$ cat src/rtl/bht_upd_queue.sv
// Branch-history update queue: in-order FIFO of predicted branches that drives
// the history table's update port as branches resolve, discarding wrong-path entries.
module bht_upd_queue #(
  parameter int ADDR_W = 10,
  parameter int DEPTH  = 8,
  parameter int PTR_W  = 3
) (
  input  logic              clk,
  input  logic              reset,
  input  logic              alloc_valid,
  output logic              alloc_ready,
  input  logic [ADDR_W-1:0] alloc_addr,
  input  logic              alloc_pred,
  input  logic              res_valid,
  input  logic              res_taken,
  input  logic              flush,
  output logic              up_en,
  output logic [ADDR_W-1:0] up_addr,
  output logic              wr_data,
  output logic              mispredict,
  output logic              res_err,
  output logic [PTR_W:0]    count
);

  localparam logic [PTR_W:0] FULL_CNT = (PTR_W+1)'(DEPTH);

  logic [ADDR_W-1:0] addr_mem [DEPTH];
  logic              pred_mem [DEPTH];
  logic [PTR_W-1:0]  rd_ptr;
  logic [PTR_W-1:0]  wr_ptr;

  logic              pop;
  logic              push;
  logic              head_mis;
  logic              discard;
  logic [PTR_W:0]    count_next;

  assign alloc_ready = (count != FULL_CNT);

  always_comb begin
    pop        = res_valid && (count != '0);
    head_mis   = pop && (pred_mem[rd_ptr] != res_taken);
    discard    = flush || head_mis;
    // A same-cycle alloc during a discard is wrong-path and never stored.
    push       = alloc_valid && alloc_ready && !discard;
    count_next = count + (PTR_W+1)'(push) - (PTR_W+1)'(pop);
  end

  always_ff @(posedge clk) begin
    if (push) begin
      addr_mem[wr_ptr] <= alloc_addr;
      pred_mem[wr_ptr] <= alloc_pred;
    end
  end

  always_ff @(posedge clk) begin
    if (reset) begin
      rd_ptr     <= '0;
      wr_ptr     <= '0;
      count      <= '0;
      up_en      <= 1'b0;
      up_addr    <= '0;
      wr_data    <= 1'b0;
      mispredict <= 1'b0;
      res_err    <= 1'b0;
    end else begin
      up_en      <= pop;
      mispredict <= head_mis;
      res_err    <= res_valid && (count == '0);
      if (pop) begin
        up_addr <= addr_mem[rd_ptr];
        wr_data <= res_taken;
      end
      if (discard) begin
        rd_ptr <= '0;
        wr_ptr <= '0;
        count  <= '0;
      end else begin
        if (pop)  rd_ptr <= rd_ptr + 1'b1;
        if (push) wr_ptr <= wr_ptr + 1'b1;
        count <= count_next;
      end
    end
  end

endmodule

$ cat config.mk
export PLATFORM = sky130hd
export DESIGN_NAME = bht_upd_queue
export DESIGN_NICKNAME = d
export VERILOG_FILES = /design/src/rtl/bht_upd_queue.sv
export SDC_FILE = /design/constraint.sdc
export NUM_CORES = 1
export LEC_CHECK = 0
export CORE_MARGIN = 5
export CORE_UTILIZATION = 35
export CTS_CLUSTER_DIAMETER = 120
export CTS_CLUSTER_SIZE = 20
export DETAILED_ROUTE_END_ITERATION = 7
export GPL_ROUTABILITY_DRIVEN = 0
export SYNTH_ARGS = -nofsm -noshare
export SYNTH_HDL_FRONTEND = slang
export SYNTH_SLANG_ARGS = --single-unit
$ cat constraint.sdc
create_clock -name clk -period 4.9 [get_ports clk]
set_input_delay 0.98 -clock clk [delete_from_list [all_inputs] [get_ports clk]]
set_output_delay 0.98 -clock clk [all_outputs]
set_load 0.1 [all_outputs]
---- Word-level counts from Yosys, hierarchy flattened ----
Memories as Yosys holds them, arrays and structs flattened. A register that Yosys moved wholly into a read port is not among the register bits.
Index checks and enable logic that the tools add are counted.
Widths: inputs -> output; s select.
storage, ports and cells
  register bits ........................... 14
  memories ................................ 2
  bits in writable memories ............... 88
  output and inout port bits .............. 19
operators by class
  add/sub/neg operators ................... 4
  eq/ne operators ......................... 2
  reductions and logical operators ........ 10
  mux-type cells .......................... 4
memory list
  name      words  bits a word  read ports  clocked after memory_dff  wr ports  line  source
  addr_mem  8      10           1           1                         1         27    logic [ADDR_W-1:0] addr_mem [DEPTH];
  pred_mem  8      1            1           1                         1         28    logic pred_mem [DEPTH];
operators by type and width
  kind                 number
  $add 3x1->3 const B  2
  $mux 3               2
  $logic_and 1x1->1    5
  $add 4x1->4          1
  $logic_not 4->1      1
  $ne 4x4->1 const B   1
  $reduce_bool 4->1    1
  $sub 4x1->4          1
  $mux 1               2
  $reduce_or 2->1      1
  $logic_not 1->1      1
  $logic_or 1x1->1     1
  $ne 1x1->1           1

---- Depth between registers and ports, before layout ----
Gate-level depths: netlist of the first run.
  depth in word-level cells ............... 8
  gate-level depth with buffers ........... 15

---- Worst setup path before layout of the first run ----
No wires, ideal clock.
  kind .................................... register -> register
  start point ............................. register count[2]
  end point ............................... memory addr_mem[3][0], enable pin
  path buffers ............................ 1
  period minus slack after synthesis ...... 4217 ps
  arrival time ............................ 3805 ps
  path slack .............................. 683 ps
  cell stages (with the launch flop) ...... 7
  setup time .............................. 412 ps
  path through ............................ dfxtp_1 > inv_1 > ha_1 > nand2_1 > nand2_1 > clkbuf_1 > nor4b_1
between the ends
  elaborated cells between the ends (all ways) .. 10
RTL lines
  element                         line  source
  start: declaration              22    output logic [PTR_W:0] count
  start signal: assignment        81    count <= count_next;
  $ne 4x4->1                      38    assign alloc_ready = (count != FULL_CNT);
  via alloc_ready                 11    output logic alloc_ready,
  $logic_and 1x1->1 (2 in a row)  45    push = alloc_valid && alloc_ready && !discard;
  $mux 1                          50    if (push) begin
  $mux 1 (not written as such)    51    addr_mem[wr_ptr] <= alloc_addr;
  end: declaration                27
The timed path passes the listed nets, and every way through them passes these cells.

---- Worst setup path in the final report of the first run ----
  start point ............................. input port res_valid
  end point ............................... register count[2]
between the ends
  longest elaborated chain between the ends .. 7
  elaborated cells between the ends (all ways) .. 8
ends and longest elaborated chain
  element                line  source
  start: declaration     14    input logic res_valid,
  $logic_and 1x1->1 (*)  41    pop = res_valid && (count != '0);
  $logic_and 1x1->1      42    head_mis = pop && (pred_mem[rd_ptr] != res_taken);
  $logic_or 1x1->1       43    discard = flush || head_mis;
  $logic_not 1->1        45
  $logic_and 1x1->1      45
  $add 4x1->4            46    count_next = count + (PTR_W+1)'(push) - (PTR_W+1)'(pop);
  $sub 4x1->4            46
Every way passes the cells marked *; elsewhere a longest branch is shown, timed or not.
A chain may end at the register's enable or synchronous reset.

==> results.toml, run 1 <==
[outcome]
outcome = "completed"

[critical_path]
crit_slowest_cell = "clkdlybuf4s50_1"
cpPeakStageDelay_ps = 430
crit_path_max_fanout = 17
worstSetupEndpointType = "flip-flop"
critPathKind = "input pin to flip-flop"
crit_top_cell = "ha_1"
arrival_ps = 3840
start_kind = "input pin"
cp_cell_sequence = "clkdlybuf4s50_1 > nand2_2 > clkinv_1 > nand2_1 > mux2i_4 > buf_4 > or3_1 > ha_1 > inv_1 > ha_1 > fa_1 > xnor2_1 > nor4_2"
required_ps = 5170

[sta]
min_period_ps = 3575
rsz0062_at_grt = "false"
worst-slew-pin-transition_ps = 986.2
fin_ws_ps = 1325
drv_slew = 0
hold_viol = 0
setup-tns-final_ps = 0
setup_viol = 0
period_share_pct = 72.95
hold_ws_ps = 458.6
finalClockSkew_ps = 9.264
slew_headroom_pct = 34.05
fmax_mhz = 279.8

[route]
drtIter0Drc = 148
first_pass_iters = 4
wl_per_cell_um = 17.30
num_vias = 2360
drt-vias-per-instance = 4.729
wirelength_mm = 8.633
drc = 0
drtAntennaViolNets = 0

[floorplan]
rows = 41
io_pins = 36
core_um2 = 12670
dieHeight_um = 124.0
start_util_pct = 35.92
die_x_um = 124.0
dieArea_um2 = 15390

[clock_tree]
clkLatencyLatePin_ps = 400
cts_tree = "yes"
numCtsBuffers = 17
htree_levels = 4
postCtsSetupRepairBufs = 0
cts_hold_buffers = 0
clkTransAtPathRegs_ps = 50
cts.sinks = 115
cts_root_buf = "clkbuf_16"
cts_buffer_depth = 2
ctsResizeCount = 0

[logic_synthesis]
synth.yosys.warnings = 0
netlist.area_leader.share_pct = 58.05
synth_area_um2 = 4552
synth_seq_cells = 115
syn-num-nets = 288
syn_area_per_cell_um2 = 17.37
ys_seq_area_share_pct = 69.93
yosys.area.top_type = "edfxtp_1"
ys_top_cells_by_area = "edfxtp_1, dfxtp_1, mux4_2"
synthCells = 262
synth_cell_types = 35

[power_and_ir_drop]
power_density_nw_per_um2 = 544.2
combPwrFrac_pct = 22.0
p_int_mw = 2.223
ir_drop_uv = 344.3
switching_share_pct = 29.70
clkPwrFrac_pct = 41.8
seqPwrFrac_pct = 36.2
power.switching_mw = 0.9394
leakage_nw = 1.861
power.total_mw = 3.163

[global_route]
grtUsageTotal_pct = 12.71
grt_remaining_overflow = 0
grt_pass1_vias = 2539
grt_pass1_wl_mm = 14.01
grt_max_degree = 22
antenna_found_initial = 0

[placed_design]
dp_hpwl_mm = 5.206
placed_cells = 467
place_area_um2 = 5170
io_buffers = 35
dp_slack_ps = 911.9

[layout]
stdcell_area_um2 = 5812
final_util_pct = 45.87
post_layout_nonfiller_instances = 499
areaGrowthSynthToFinish_pct = 27.68
layout-drive-gt1-share_pct = 23.55
nNetsFinal = 340
antennaDiodeCount = 0

[worst_hold_path]
min_path_type = "flip-flop to flip-flop"

[flow_run]
maxCapViolCount = 0
[sequential cells by signal, indices dropped and copies added (netlist names), named ones only]
name and flops:
addr_mem 80, count 4, mispredict 1, pred_mem 8
rd_ptr 3, res_err 1, up_addr 10, up_en 1
wr_data 1, wr_ptr 3
[routing by layer]
metal	part of all wire, %	GRT usage (%)
met1	44	15.30
met2	50	21.35
met3	4.0	4.223
met4	1.4	4.517
met5	0	0
[cells in the final DEF (no fill, tap or decap), types with 2 or more instances in the layout]
cell type | Yosys | final
inv_1 | 5 | 5
clkinv_1 | 1 | 2
nor4b_2 | 0 | 4
nand3b_1 | 3 | 3
bufinv_16 | 0 | 5
mux4_2 | 20 | 20
buf_4 | 2 | 12
nor2_1 | 17 | 17
ha_1 | 8 | 8
xnor2_1 | 3 | 3
nand2_1 | 12 | 12
mux2i_1 | 15 | 15
a21oi_1 | 2 | 2
a211oi_1 | 10 | 10
xor2_1 | 3 | 3
edfxtp_1 | 88 | 88
nor4_2 | 6 | 8
clkbuf_1 | 8 | 2
o21ai_0 | 3 | 3
nand3_1 | 5 | 5
clkdlybuf4s50_1 | 0 | 35
nor3_1 | 2 | 2
clkinv_2 | 0 | 4
clkbuf_16 | 0 | 17
dfxtp_1 | 27 | 27
nand2b_1 | 2 | 2
clkbuf_8 | 0 | 2
[power by group through the flow]
stage	registers [mW]	logic [mW]	clock network, mW
after global routing	1.15	0.734	1.41
after CTS	1.15	0.703	1.35
after floorplan	1.45	0.233	0
after global placement	1.16	0.690	0
after detailed placement	1.16	0.700	0
final	1.15	0.695	1.32
[cells in the mapped netlist]
cell	n
nand4_2	1
inv_1	5
nor4_4	1
clkbuf_1	8
mux2i_1	15
a21o_1	1
nor2_1	17
nor4_1	2
nor4b_1	4
nor3_1	2
or3_1	1
nand2_2	1
buf_6	2
mux4_2	20
buf_1	2
dfxtp_1	27
xnor2_1	3
ha_1	8
xor2_1	3
mux2i_4	1
nor3b_1	1
a21oi_1	2
nand3b_1	3
buf_4	2
nand2_1	12
and2_1	1
o21ai_0	3
fa_1	1
nor4_2	6
edfxtp_1	88
a211oi_1	10
nand3_1	5
nand2b_1	2
clkinv_1	1
nor2b_1	1
[worst max-delay path: cells and delay by family]
kind / cells / cell delay, ps
xor+xnor: 1 / 200
fa+ha+maj: 3 / 880
buf+inv: 4 / 940
mux: 1 / 80
simple gates: 4 / 760
[worst paths after layout]
path	start	to	slack (ps)	cells past startpoint
max reg2reg	count[2]	count[2]	1680	15
min reg2reg	wr_data	wr_data	460	2
min	wr_data	wr_data	460	2
max	res_valid	count[2]	1330	13
[logic make-up after synthesis]
family	share of synthesized area (%)
and+or+nand+nor	8.081
xor gates and xnor gates	1.155
DFF	69.93
AOI/OAI and AO/OA	2.364
adders and majority gates	2.639
buffers and inverters	2.144
muxes	13.69
[layout make-up]
type,instances,area (um2)
timing repair buffer,47,440.4
fill,1113,6859
tap,172,215.2
multi-input combinational,127,1309
inverter,6,22.52
clock buffer,21,460.4
sequential,115,3183
clock inverter,11,181.4
(Power assumes the default switching activity.)
==> run 2: changes to the inputs <==
==> constraint.sdc (replaced) <==
create_clock -name clk -period 3.65 [get_ports clk]
set_input_delay 0.73 -clock clk [delete_from_list [all_inputs] [get_ports clk]]
set_output_delay 0.73 -clock clk [all_outputs]
set_load 0.1 [all_outputs]
==> results.toml, run 2 (synthesis gave the netlist of run 1 again) <==
[global_route]
grt_pass1_wl_mm = 14.18
antenna_found_initial = 0
grt_remaining_overflow = 0
grtUsageTotal_pct = 12.87
grt_max_degree = 25
grt_pass1_vias = 2558

[route]
wl_per_cell_um = 17.61
drtIter0Drc = 89
drt-vias-per-instance = 4.878
wirelength_mm = 8.840
drtAntennaViolNets = 0
drc = 0
first_pass_iters = 4
num_vias = 2449

[floorplan]
core_um2 = 12670
io_pins = 36
dieHeight_um = 124.0
rows = 41
dieArea_um2 = 15390
die_x_um = 124.0
start_util_pct = 35.92

[critical_path]
worstSetupEndpointType = "flip-flop"
r2r_slack_ps = 920
arrival_ps = 3140
cp_cell_sequence = "clkdlybuf4s50_1 > nand2_2 > clkinv_1 > nand2_1 > mux2i_4 > or3_1 > ha_1 > inv_1 > ha_1 > fa_1 > xnor2_1 > nor4_2"
cpPeakStageDelay_ps = 430
critPathKind = "input pin to flip-flop"
crit_top_cell = "ha_1"
cp_top_family = "adder cells"
cp_num_buf_inv = 3
start_kind = "input pin"
required_ps = 3950
crit_path_max_fanout = 5
crit_slowest_cell = "clkdlybuf4s50_1"

[power_and_ir_drop]
p_int_mw = 2.754
combPwrFrac_pct = 23.2
power_density_nw_per_um2 = 702.4
power.switching_mw = 1.294
seqPwrFrac_pct = 37.8
leakage_nw = 1.835
clkPwrFrac_pct = 39.0
power.total_mw = 4.048
ir_drop_uv = 498.5
switching_share_pct = 31.97

[sta]
worst-slew-pin-transition_ps = 981.2
fmax_mhz = 352.8
setup-tns-final_ps = 0
hold_viol = 0
rsz0062_at_grt = "false"
finalClockSkew_ps = 12.76
drv_slew = 0
min_period_ps = 2834
period_share_pct = 77.65
slew_headroom_pct = 34.38
fin_ws_ps = 815.7
setup_viol = 0

[placed_design]
place_area_um2 = 5194
io_buffers = 35
dp_slack_ps = 398.9
dp_hpwl_mm = 5.316

[clock_tree]
cts_tree = "yes"
ctsResizeCount = 0
numCtsBuffers = 17
cts_root_buf = "clkbuf_16"
cts_buffer_depth = 2
cts.sinks = 115
cts_hold_buffers = 0
clkTransAtPathRegs_ps = 50
htree_levels = 4
postCtsSetupRepairBufs = 0
clkLatencyLatePin_ps = 400

[outcome]
outcome = "completed"

[worst_hold_path]
min_path_type = "flip-flop to flip-flop"

[layout]
largestRegisters = "addr_mem (80), up_addr (10), pred_mem (8)"
areaGrowthSynthToFinish_pct = 26.61
regMostFlops = "addr_mem"
antennaDiodeCount = 0
largest_register_ffs = 80
final_util_pct = 45.48
layout-drive-gt1-share_pct = 24.85
layout_commonest_cell = "edfxtp_1"
final_cell_mix = "edfxtp_1, clkdlybuf4s50_1, dfxtp_1, mux4_2"
stdcell_area_um2 = 5763
nNetsFinal = 343

[flow_run]
maxCapViolCount = 0
==> run 2: changes by cell type in the layout (fill, tap and decap cells not counted), sizes merged <==
cell / change
clkinv: +1
inv: +2
bufinv: -3
clkinvlp: +1
clkbuf: -1
clkdlybuf4s50: -1
buf: +4
==> run 2: worst min-delay path, stage by stage, from the launching register on <==
cell and delay [ps]:
dfxtp_1 300, nand2_1 50, a21oi_1 60
==> run 2: final cells by class <==
cell class              instances  area, um2
well taps                     172      215.2
clock buffers                  20      436.7
inverters                       6      22.52
flip-flops and latches        115       3184
repair buffers                 50      460.4
fillers                      1138       6908
clock inverters                12      132.6
multi-input cells             127       1311
==> run 2: worst paths after layout <==
kind	startpoint	endpoint	depth (start not counted)
worst max-delay path	res_valid	count[2]	12
worst min-delay path	wr_data	wr_data	2
worst min register to register	wr_data	wr_data	2
worst max register to register	count[2]	count[2]	14
==> run 2: layer usage <==
metal	share of wire (%)	vias up	GRT usage (%)
li1	-	1138	-
met1	45	1235	16.13
met2	49	61	20.98
met3	5.0	15	4.133
met4	1.5	0	4.654
met5	0	-	0
==> run 2: power groups by stage <==
stage	clock network [mW]	registers, mW	logic (mW)
3_3_place_gp	0	1.56	0.933
5_1_grt	1.67	1.54	0.997
2_1_floorplan	0	1.95	0.322
6_report	1.58	1.53	0.940
3_5_place_dp	0	1.56	0.946
4_1_cts	1.61	1.53	0.949
==> run 2: through the flow <==
| step | hold slack [ps] | cells |
|---|---|---|
| global placement | 450.2 | 470 |
| detailed placement | 465.1 | 470 |
| global route | 489.0 | 502 |
| finish | 465.2 | 502 |
| CTS | 472.0 | 502 |
| floorplan | 555.5 | 262 |
